**config.mk**
```make
export PLATFORM = sky130hd
export DESIGN_NAME = pc_unit
export DESIGN_NICKNAME = d
export VERILOG_FILES = /design/src/rtl/core6502_pc_pkg.sv /design/src/rtl/pc_incr8.sv /design/src/rtl/pc_unit.sv
export SDC_FILE = /design/constraint.sdc
export NUM_CORES = 1
export LEC_CHECK = 0
export ABC_AREA = 1
export BUFFER_PORTS_ARGS = -buffer_cell sky130_fd_sc_hd__buf_2
export CORE_MARGIN = 10
export CORE_UTILIZATION = 35
export CTS_CLUSTER_DIAMETER = 200
export CTS_CLUSTER_SIZE = 30
export DETAILED_ROUTE_END_ITERATION = 10
export GPL_TIMING_DRIVEN = 1
export PLACE_DENSITY_LB_ADDON = 0.1
export SETUP_SLACK_MARGIN = 0.4
export SYNTH_ARGS = -nofsm -noshare
export SYNTH_HDL_FRONTEND = slang
export SYNTH_HIERARCHICAL = 1
export SYNTH_SLANG_ARGS = --single-unit
```
**constraint.sdc**
```tcl
create_clock -name PHI0 -period 3.9 [get_ports PHI0]
set_input_delay 0.585 -clock PHI0 [delete_from_list [all_inputs] [get_ports PHI0]]
set_output_delay 0.585 -clock PHI0 [all_outputs]
set_load 0.01 [all_outputs]
```
**src/rtl/core6502_pc_pkg.sv**
```systemverilog
// Shared types and constants for the program counter stage.
package core6502_pc_pkg;

   typedef enum logic {
      IDLE = 1'b0,
      FIX  = 1'b1
   } pc_state_e;

   localparam logic [15:0] PC_RESET_VECTOR = 16'hFFFC;

endpackage

```
**src/rtl/pc_incr8.sv**
```systemverilog
// 8-bit incrementer/decrementer with carry (or borrow) out.
module pc_incr8 (
   input  logic [7:0] a,
   input  logic       dec,
   output logic [7:0] y,
   output logic       co
);

   // Single +1/-1 adder; bit 8 is carry on increment, borrow on decrement.
   always_comb begin
      if (dec) begin
         {co, y} = {1'b0, a} - 9'd1;
      end else begin
         {co, y} = {1'b0, a} + 9'd1;
      end
   end

endmodule

```
**src/rtl/pc_unit.sv**
```systemverilog
// Program counter stage feeding the address bus output register.
// Optional relative-branch FSM compiled in with PC_BRANCH_ADD_EN.
//
// state | meaning
// IDLE  | normal operation, accepts increment / branch start
// FIX   | branch crossed a page, PCH is adjusted next edge (busy=1)
module pc_unit
   import core6502_pc_pkg::*;
#(
   parameter logic [15:0] RESET_VECTOR = PC_RESET_VECTOR
) (
   input  logic        PHI0,
   input  logic        RES,
   input  logic [7:0]  ADL_in,
   input  logic [7:0]  ADH_in,
   input  logic        ADL_PCL,
   input  logic        ADH_PCH,
   input  logic        I_PC,
   input  logic        BR_take,
   input  logic [7:0]  BR_off,
   output logic [15:0] PC_ADX,
   output logic        ADX_ABX,
   output logic        PCLC,
   output logic        busy
);

   logic [7:0] pcl_q, pcl_d;
   logic [7:0] pch_q, pch_d;
   logic       adx_q, adx_d;
   logic       pclc_q, pclc_d;

   logic       load;
   logic       in_fix;
   logic       br_go;
   logic [7:0] br_sum;
   logic       br_c;
   logic       pch_dec;
   logic [7:0] pcl_inc;
   logic       pcl_co;
   logic [7:0] pch_step;
   logic       pch_co_unused;

   assign load = ADL_PCL | ADH_PCH;

   pc_incr8 u_pcl_inc (
      .a   (pcl_q),
      .dec (1'b0),
      .y   (pcl_inc),
      .co  (pcl_co)
   );

   // PCH steps up on increment carry or positive fix, down on negative fix.
   pc_incr8 u_pch_step (
      .a   (pch_q),
      .dec (pch_dec),
      .y   (pch_step),
      .co  (pch_co_unused)
   );

`ifdef PC_BRANCH_ADD_EN
   pc_state_e state_q, state_d;
   logic      br_neg_q, br_neg_d;
   logic      page_cross;

   assign in_fix          = (state_q == FIX);
   assign br_go           = BR_take & ~in_fix;
   assign {br_c, br_sum}  = {1'b0, pcl_q} + {1'b0, BR_off};
   assign page_cross      = BR_off[7] ^ br_c;
   assign pch_dec         = in_fix & br_neg_q;
   assign busy            = in_fix;

   // Branch sequencing: a load always wins and cancels any pending fix-up.
   always_comb begin
      state_d  = state_q;
      br_neg_d = br_neg_q;
      if (load) begin
         state_d = IDLE;
      end else if (in_fix) begin
         state_d = IDLE;
      end else if (br_go) begin
         br_neg_d = BR_off[7];
         if (page_cross) begin
            state_d = FIX;
         end
      end
   end

   // Branch FSM registers.
   always_ff @(posedge PHI0) begin
      if (RES) begin
         state_q  <= IDLE;
         br_neg_q <= 1'b0;
      end else begin
         state_q  <= state_d;
         br_neg_q <= br_neg_d;
      end
   end
`else
   logic unused_br;

   assign in_fix    = 1'b0;
   assign br_go     = 1'b0;
   assign br_sum    = pcl_q;
   assign br_c      = 1'b0;
   assign pch_dec   = 1'b0;
   assign busy      = 1'b0;
   assign unused_br = ^{BR_take, BR_off};
`endif

   // Next PC by priority: load, fix-up, branch add, increment.
   always_comb begin
      pcl_d  = pcl_q;
      pch_d  = pch_q;
      pclc_d = pclc_q;
      adx_d  = 1'b0;
      if (load) begin
         if (ADL_PCL) pcl_d = ADL_in;
         if (ADH_PCH) pch_d = ADH_in;
         adx_d = 1'b1;
      end else if (in_fix) begin
         pch_d = pch_step;
         adx_d = 1'b1;
      end else if (br_go) begin
         pcl_d  = br_sum;
         pclc_d = br_c;
         adx_d  = 1'b1;
      end else if (I_PC) begin
         pcl_d  = pcl_inc;
         pclc_d = pcl_co;
         if (pcl_co) pch_d = pch_step;
         adx_d  = 1'b1;
      end
   end

   // PC and strobe registers.
   always_ff @(posedge PHI0) begin
      if (RES) begin
         pcl_q  <= RESET_VECTOR[7:0];
         pch_q  <= RESET_VECTOR[15:8];
         adx_q  <= 1'b0;
         pclc_q <= 1'b0;
      end else begin
         pcl_q  <= pcl_d;
         pch_q  <= pch_d;
         adx_q  <= adx_d;
         pclc_q <= pclc_d;
      end
   end

   assign PC_ADX  = {pch_q, pcl_q};
   assign ADX_ABX = adx_q;
   assign PCLC    = pclc_q;

endmodule

```
# Word level (Yosys, flattened, before mapping)
# Index checks and enable logic that the tools add are counted.
[classes] add_sub_neg=2 multipliers=0 div=0 n_lt_le_gt_ge=0 n_eq_ne=2 shift=0 muxes=9 n_bitwise=2 n_reduce_logical=5
[op_table] op="$mux 8" count=7
[op_table] op="$add 8x1->9 const B" count=1
[op_table] op="$add 8x1->8 const B" count=1
[op_table] op="$ne 2x2->1 const B" count=2
[op_table] op="$reduce_and 2->1" count=2
[op_table] op="$reduce_bool 2->1" count=2
[op_table] op="$reduce_and 3->1" count=1
[op_table] op="$mux 1" count=2
[op_table] op="$not 1->1" count=1
[op_table] op="$or 1x1->1" count=1
[word_totals] regBits=18 latchBits=0 ramBits=0 mem_bits_ro=0 in_bits=30 output_inout_bits=19 word_cells=24 n_memories=0

# Logic depth before layout (Yosys ltp)
[logic_depth] depth_word=4 ltp_mapped=11 ltp_nobuf=11

# Modules after synthesis
# Netlist, hierarchy kept.
[modules_own_cells] module="pc_unit" n_inst=1 cells_per_inst=145 area_per_inst_um2=929.6 seq_area_each_um2=360.3
[modules_own_cells] module="pc_incr8 at u_pch_step" n_inst=1 cells_per_inst=66 area_per_inst_um2=337.8 seq_area_each_um2=0.0
[modules_own_cells] module="pc_incr8 at u_pcl_inc" n_inst=1 cells_per_inst=63 area_per_inst_um2=327.8 seq_area_each_um2=0.0

# Least setup slack after synthesis
# Ideal clock, no wire load.
[synth_timing] path_kind="register -> register" from="register pcl_q[1] (netlist: br_sum[1])" to="register pch_q[2]" setup_ns=0.064 arrival_time_ns=1.490 required_ns=3.836 slack_ns=2.346 stages_incl_launch_ff=10 n_path_buf=0 period_less_slack_ns=1.554 cell_sequence="dfxtp_1 ha_1 nand3_1 nor2_1 nand4_1 o31ai_1 nand3_2 nand2_2 nand2_1 nand3_1"
[synth_via] elab_chain_cells=3
[synth_rtl] item="start, declared" line="pc_unit.sv:27" rtl="logic [7:0] pcl_q, pcl_d;"
[synth_rtl] item="start signal, assigned" line="pc_unit.sv:138" rtl="pcl_q <= RESET_VECTOR[7:0];"
[synth_rtl] item="start signal, assigned" line="pc_unit.sv:143" rtl="pcl_q <= pcl_d;"
[synth_rtl] item="$add 8x1->9" line="pc_incr8.sv:14" rtl="{co, y} = {1'b0, a} + 9'd1;"
[synth_rtl] item="named net pcl_co" line="pc_unit.sv:39" rtl="logic pcl_co;"
[synth_rtl] item="$reduce_bool 2->1 (no source line)"
[synth_rtl] item="$reduce_and 3->1 (no source line)"
[synth_rtl] item="end signal, assigned" line="pc_unit.sv:139" rtl="pch_q <= RESET_VECTOR[15:8];"
[synth_rtl] item="end signal, assigned" line="pc_unit.sv:144" rtl="pch_q <= pch_d;"
[synth_rtl] item="end, declared" line="pc_unit.sv:28" rtl="logic [7:0] pch_q, pch_d;"
# The timed path passes the listed nets, and every way through them passes these cells.
# A chain may end at the register's enable or synchronous reset.

# Final worst setup path
[layout_timing] from="register pcl_q[1] (netlist: br_sum[1])" to="register pch_q[3]"
# The elaborated chain is that of the path after synthesis.

==> key figures <==
Global route
  – Largest net degree at the start of global routing: 20
  – GR met1 Demand/Resource: 0.144
  – Vias in the first global route: 1,516
  – First-pass GRT wire length: 6.97 mm
  – Grt met3 use: 0.0393
  – Antenna violations before repair: 0
  – All-Layer GR Usage: 0.110
  – Total grt overflow: 0
  – Grt peak-use layer: met2
  – Met2 Usage GRT: 0.171

CTS
  – Total clock sinks: 18
  – # hold bufs at CTS: 0
  – # H-tree levels: 1
  – CTS buffer count: 3
  – Clock slew at reported path FFs: roughly 70 ps
  – Clk_lat worst skew: 250 ps
  – TritonCTS clock tree: done
  – Max Root-Sink Buffers: 2
  – Clk root buf: clkbuf_8
  – Setup Fix Bufs, Post-CTS: 0
  – Number of gates resized after cts: 0

Placement
  – DP Cell Count: 353
  – GP Congestion: between 0.8 and 0.9
  – Port bufs: 38
  – DP HPWL: 3.22 mm

Timing
  – Worst rel slew slack: 0.648
  – Setup repair after global routing missed its margin: false
  – Max Fclk: 552 MHz
  – Final min period: 1810 ps
  – Slew Viols, Final: 0
  – Final setup viols: 0
  – Setup TNS Final: 0 ps
  – Clk_skew: 1.85 ps
  – Final worst path period share: 0.464
  – Worst Max-Slew Pin Slew: approximately 530 ps
  – Fin. Hold Viols: 0

Min path
  – Hold path depth: 2
  – Hold Path End: PCLC
  – Hold_sp: PCLC
  – Worst Hold Class: reg -> reg

Die
  – I/O pin count: 49
  – Core Area: roughly 4400 sq um
  – Die Span Y: between 80 and 90 um
  – Die X: 87.0 um
  – Die area: 7560 sq um
  – FP Rows: 24
  – Initial Utilization: 0.360

Setup path
  – Internal reg-to-reg setup slack: ~2100 ps
  – CP max FO: 9
  – Worst R2R End: pch_q[3]
  – Startpoint types: flip-flop
  – Worst path arrival time: ~2000 ps
  – Critical path class: reg -> reg
  – CP Data Required Time: 4090 ps
  – RR Startpoint: br_sum[1]
  – Worst-case reg-to-reg path depth: 9
  – Crit end category: flip-flop

Synthesis
  – Mapped cell area: 1570 sq um
  – Yosys Warn Count: 6
  – Syn Area/Cell: 5.83 sq um
  – Post-Synthesis Cells: 269

Outcome
  – Status: complete, no violations

Detailed routing
  – DR pass1 iterations: 4
  – Antenna Violating Nets Remaining: 0
  – Routed WL: 4.13 mm
  – Vias post-DR: between 1.5k and 2k
  – Routed vias/inst: 4.59
  – WL per Instance: 11.6 um
  – Drt drc: 0
  – Iter 0 DRT Violations: 58

Power
  – Power Density: between 200 and 300 nW/um^2
  – Peak VDD IR: 0.000207 V
  – Leak: 1.05 nW

Cells and area
  – Layout cells sized above 1: 0.197
  – Most common cell after layout, fill and taps aside: nand2_1
  – P&R area growth vs syn: 15.9%
  – ANT cells: 0
  – Post-Layout Cell Count: approximately 360
  – # nets final: 340
  – Most frequent cells in the layout: nand2_1, nand3_1, buf_2

Run
  – Max-Cap Viols: 0
registers in the layout, indices dropped and copies added (netlist names):
signal,count
br_sum,8
pch_q,8
ADX_ABX,1
PCLC,1
worst max-delay path by stage:
stage / slack, ps / cells after the start / end / startpoint
after floorplan: 2350 / 9 / pch_q[2] / br_sum[1]
after global placement: 2090 / 9 / pch_q[5] / br_sum[1]
after detailed placement: 2100 / 9 / pch_q[3] / br_sum[1]
after CTS: 2080 / 9 / pch_q[3] / br_sum[1]
after global routing: 1900 / 9 / pch_q[3] / br_sum[1]
final: 2090 / 9 / pch_q[3] / br_sum[1]
power by group:
group	internal [mW]	switching (mW)
logic	0.0621	0.0938
registers	0.199	0.0266
clock network	0.0897	0.0645
critical path, stage by stage, from the launching register on:
cell and delay [ps]:
dfxtp_1 420, ha_1 230, nand3_1 110, nor2_1 100
nand4_1 80, o31ai_1 150, nand3_2 300, nand2_2 220
nand2_1 80, nand3_1 60
metal layers:
metal,vias up,wire (um),part of all wire
li1,910,-,-
met1,697,2110,0.51
met2,28,1760,0.42
met3,2,250,0.061
met4,0,15,0.0036
met5,-,0,0
per-stage QoR:
step,util,setup WS (ps),instance area [sq um],total power [mW],hold slack [ps]
4_1_cts,0.418,2080,1820,0.541,460
6_report,0.418,2090,1820,0.535,455
2_1_floorplan,-,2350,1580,0.341,477
5_1_grt,0.418,1900,1820,0.576,484
3_5_place_dp,0.405,2100,1760,0.386,449
3_3_place_gp,0.405,2090,1760,0.386,448
cell type report:
type,count,area (sq um)
fill,485,2530
sequential,18,360
timing repair buffer,38,190
inverter,38,144
tap,52,65.1
multi-input combinational,207,1000
clock buffer,4,55.1
Note: power is estimated with default switching activity, not from simulation.
